===== src/rtl/debounce_bank.sv =====
// rtl/debounce_bank.sv - multi-channel debouncer with rise/fall pulses
// Optional 2-flop input synchronizer selected by DEBOUNCE_SYNC_EN.
module debounce_bank #(
    parameter int   N       = 4,
    parameter int   THRESH  = 4,
    parameter logic RST_VAL = 1'b0
) (
    input  logic         CLK,
    input  logic         RESET,
    input  logic         enable,
    input  logic [N-1:0] in,
    output logic [N-1:0] out,
    output logic [N-1:0] rise,
    output logic [N-1:0] fall,
    output logic         any_edge
);
    localparam int CW = $clog2(THRESH + 1);

    logic [N-1:0]  s_q, s_d;
    logic [N-1:0]  out_q, out_d;
    logic [N-1:0]  rise_q, rise_d;
    logic [N-1:0]  fall_q, fall_d;
    logic [CW-1:0] cnt_q [N];
    logic [CW-1:0] cnt_d [N];

`ifdef DEBOUNCE_SYNC_EN
    logic [N-1:0] sync1_q, sync1_d;

    always_comb begin
        sync1_d = in;
        s_d     = sync1_q;
    end

    always_ff @(posedge CLK) begin
        if (RESET) sync1_q <= {N{RST_VAL}};
        else       sync1_q <= sync1_d;
    end
`else
    always_comb begin
        s_d = in;
    end
`endif

    // A channel flips only after THRESH consecutive enabled mismatches.
    always_comb begin
        out_d  = out_q;
        rise_d = '0;
        fall_d = '0;
        for (int i = 0; i < N; i++) begin
            cnt_d[i] = cnt_q[i];
            if (s_q[i] == out_q[i]) begin
                cnt_d[i] = '0;
            end else if (enable) begin
                if (cnt_q[i] == CW'(THRESH - 1)) begin
                    cnt_d[i]  = '0;
                    out_d[i]  = s_q[i];
                    rise_d[i] = s_q[i];
                    fall_d[i] = ~s_q[i];
                end else begin
                    cnt_d[i] = cnt_q[i] + CW'(1);
                end
            end
        end
    end

    always_ff @(posedge CLK) begin
        if (RESET) begin
            s_q    <= {N{RST_VAL}};
            out_q  <= {N{RST_VAL}};
            rise_q <= '0;
            fall_q <= '0;
            for (int i = 0; i < N; i++) cnt_q[i] <= '0;
        end else begin
            s_q    <= s_d;
            out_q  <= out_d;
            rise_q <= rise_d;
            fall_q <= fall_d;
            for (int i = 0; i < N; i++) cnt_q[i] <= cnt_d[i];
        end
    end

    assign out      = out_q;
    assign rise     = rise_q;
    assign fall     = fall_q;
    assign any_edge = |(rise_q | fall_q);

endmodule


===== config.mk =====
export PLATFORM = sky130hd
export DESIGN_NAME = debounce_bank
export DESIGN_NICKNAME = d
export VERILOG_FILES = /design/src/rtl/debounce_bank.sv
export SDC_FILE = /design/constraint.sdc
export NUM_CORES = 1
export LEC_CHECK = 0
export ABC_CLOCK_PERIOD_IN_PS = 2500
export BUFFER_PORTS_ARGS = -buffer_cell sky130_fd_sc_hd__buf_2
export CORE_ASPECT_RATIO = 0.7
export CORE_UTILIZATION = 45
export DETAILED_ROUTE_END_ITERATION = 12
export PLACE_DENSITY = 0.76
export SETUP_SLACK_MARGIN = 0.15
export SYNTH_ARGS = -nofsm -noshare
export SYNTH_HDL_FRONTEND = slang
export SYNTH_SLANG_ARGS = --single-unit

===== constraint.sdc =====
create_clock -name CLK -period 2.5 [get_ports CLK]
set_clock_uncertainty 0.1 [all_clocks]
set_input_delay 0.375 -clock CLK [delete_from_list [all_inputs] [get_ports CLK]]
set_output_delay 0.375 -clock CLK [all_outputs]
set_load 0.1 [all_outputs]

* Yosys cells after proc, flatten, opt, wreduce, memory -nomap -nowiden
Memory sizes are Yosys's and may differ from the RTL's.
Index checks and enable logic that the tools add are counted.
** Word-level totals
- Bits in registers :: 16
- Latch bits :: 0
- Memory bits (writable) :: 12
- Bits in read-only memories :: 0
- Output and inout bits :: 13
- Logic and storage cells :: 72
- Memories kept :: 1
** Cells by class
- Add/subtract/negate cells :: 4
- Multipliers :: 0
- Div/mod/pow operators :: 0
- Order comparisons :: 0
- Eq/ne operators :: 8
- Shift-type cells :: 0
- Mux-type cells :: 19
- Bitwise operators :: 18
- Reductions and logical operators :: 9
** Memories
- cnt_q :: words 4, width 3, rd ports 4, clocked after memory_dff 0, wr ports 4, RTL line 23 : logic [CW-1:0] cnt_q [N];
** Operator list (number)
- 3-bit 2-to-1 mux :: 16
- 4-bit OR reduction :: 5
- 1-bit inverter :: 13
- 3-bit by 1-bit adder with 3-bit output, second input constant :: 4
- 3-bit by 2-bit == test with 1-bit output, second input constant :: 4
- 3-bit AND reduction :: 4
- 1-bit == test :: 4
- 1-bit bitwise OR :: 4
- 4-bit bitwise OR :: 1
- 1-bit 2-to-1 mux :: 3

* Logic depth before layout (Yosys ltp)
- Depth in word-level cells :: 5
- Depth in mapped cells :: 4
- Gate-level depth less buffers :: 4

* Worst setup path before layout
No wires, ideal clock.
- Path type :: flip-flop to output port
- Start point :: register fall_q[0] (netlist: fall[0])
- End point :: output port any_edge
- Arrival :: 1772 ps
- Data required time :: 2025 ps
- Setup slack :: 253 ps
- Cell stages (with the launch flop) :: 3
- Buffers on the path :: 0
- Cells stage by stage :: dfxtp_1 > nor4_1 > nand2_1
** Between the ends
- Word-level cells in the longest chain between the ends :: 2
** Ends and longest elaborated chain
- start, declared :: RTL line 22 : logic [N-1:0] fall_q, fall_d;
- start signal, assigned :: RTL line 77 : fall_q <= fall_d;
- 4-bit bitwise OR :: RTL line 85 : assign any_edge = |(rise_q | fall_q);
- 4-bit OR reduction :: RTL line 85
- end, declared :: RTL line 15 : output logic any_edge
No other way between the ends.

* Final worst setup path
Ends and elaborated chain as after synthesis.

==> metrics.txt <==
part of the power in registers=0.585; pre-CTS worst setup slack=1040 ps; CTS max path bufs=2; drt pass-1 iters=4; DIE WIDTH=61.3 um; Synth Warn #=0; layout cells sized above 1=0.214; CTS sink count=28; synthesized area per cell=9.89 um2; hold buffers post-CTS=0; Fmax=0.556 GHz; Remaining DRCs=0; DR vias/cell=4.79; r2r setup slk=1260 ps; clock-pin slew on the worst setup and hold paths=150 ps; sequence of cells on the critical path=nor4_1, nand2_1, buf_2; antenna fix cells=0; Congestion Overflow GR=0; count leader, synth=dfxtp_1; Row Count=14; Core Area=0.00224 mm2; cell types occupying the most area after synthesis=dfxtp_1, nand2b_1, mux2i_1; Initial Util=0.494; Clock Power Share=0.371; final setup violation count=0; crit path launch type=register; Comb pwr share=0.043; Yosys reg bits=28; Rel. slew slack=0.679; Die Y-Extent=43.5 um; status=completed; via count=780; Post-synth EDFFs=0; ys flop type=dfxtp_1; Sum Neg Setup Slack=0 ps; asr flop ratio synth=0; root buffer cell=clkbuf_4; Seq/Total Area, Yosys=0.506; switching power=0.149 mW; type of the worst setup path=register to output pin; DR WL/cell=10.4 um; cell count after synthesis=112; top cells by count, synth=dfxtp_1, nand2b_1, nor2_1, nor2b_1, nor3_1; H-tree levels=1; Synthesized Nets=123; clock latency on the worst-skew pair=320 ps; P per Cell Area=612 mW/mm2; TritonCTS clock tree=yes; worst path required time=2030 ps; Post-DRT Antenna Nets=0; max cap viols=0; net total in the final layout=143; Final Max Tran Viols=0; Tmin final=1800 ps; die area=0.00267 mm2; final total power=0.778 mW; initial antenna violation count=0; CP Data Arrival Time=1320 ps; RSZ-0062 raised after global routing=false; HPWL Detailed=1.29 mm; Switching Fraction=0.191; P&R area growth vs syn=14.9%; number of DRC markers in iteration 0=24; Synth area leader=dfxtp_1; # port buffers=19; RePlAce Congestion=0.657; crit-path max cell delay=340 ps; WP buf/inv=1; Hold Path Class=input pin to register; worst slew pin tran=486 ps; Cell Area, Synth=0.00111 mm2; synth unique cells=18; CP max stage cell=dfxtp_1; CTS resizes=0; count of final hold-check violations=0; Crit. End Element=output pin; fin worst setup slack=702 ps; cts bufs inserted=3; first-pass GRT wire length=2.75 mm; fill count=212; Pint=0.629 mW; IO Count=20; delay-heaviest family, CP=simple AND/OR/NAND/NOR gates; period utilisation layout=0.719; GRT Overall Usage=0.142; VDD IR max=0.353 mV; Yosys top cell area share=0.506; Setup Buffers After CTS=0; CP Max Fanout=2; Routed WL=1.70 mm; Hold Slack=148 ps; Static Leak=0.547 nW; pin count of the biggest net entering global routing=22; vias in the first global route=667
==> registers in the layout, summed over array words and instances (netlist names) <==
signal	flops
rise	4
cnt_q	12
fall	4
s_q	4
out	4
==> power groups by stage <==
stage | combinational (mW) | sequential, mW | clock [mW]
floorplan | 0.0276 | 0.464 | 0
global placement | 0.0327 | 0.465 | 0
detailed placement | 0.0340 | 0.465 | 0
CTS | 0.0342 | 0.456 | 0.300
global route | 0.0387 | 0.457 | 0.318
finish | 0.0337 | 0.455 | 0.289
==> cell families after synthesis <==
group / Yosys count / synth area share
AO/OA/AOI/OAI: 12 / 0.0859
multiplexers: 7 / 0.0633
buffers and inverters: 7 / 0.0305
AND/OR/NAND/NOR: 54 / 0.269
flip-flops: 28 / 0.506
adder cells (fa/ha/maj): 4 / 0.0452
==> routing by layer <==
metal,vias to the layer above,global-route usage,wire length [um]
li1,417,-,-
met1,347,0.193,911
met2,14,0.217,697
met3,2,0.0537,77
met4,0,0.0273,13
met5,-,0,0
==> cell usage in the layout (no fill, tap or decap), drive strengths merged <==
cell / n
mux2i: 7
clkbuf: 3
bufinv: 1
a21o: 4
nor2b: 10
dfxtp: 28
nand2: 3
nand2b: 14
nor4: 2
nor3: 8
inv: 3
a211oi: 3
nand3b: 5
a21oi: 5
ha: 4
nor2: 11
nand3: 1
buf: 19
==> per-stage QoR <==
stage,instance area [um2],instances,util
after global placement,1220,159,0.544
after global routing,1270,163,0.568
final,1270,163,0.568
after floorplan,1110,112,-
after CTS,1270,163,0.568
after detailed placement,1220,159,0.544
==> cell type report <==
type | count | area [um2] | share of cell area
multi-input combinational | 77 | 513 | 0.403
sequential | 28 | 561 | 0.441
inverter | 3 | 11.3 | 0.00885
clock buffer | 3 | 22.5 | 0.0177
tap | 32 | 40.0 | 0.0315
clock inverter | 1 | 30.0 | 0.0236
timing repair buffer | 19 | 95.1 | 0.0747
==> worst paths after layout <==
check | to | start | cells after the start
setup / recovery | any_edge | fall[0] | 3
hold / removal | s_q[2] | in[2] | 2
setup reg to reg | out[2] | cnt_q[2][0] | 4
hold reg to reg | cnt_q[0][2] | cnt_q[0][2] | 2
Note: power is estimated with default switching activity, not from simulation.
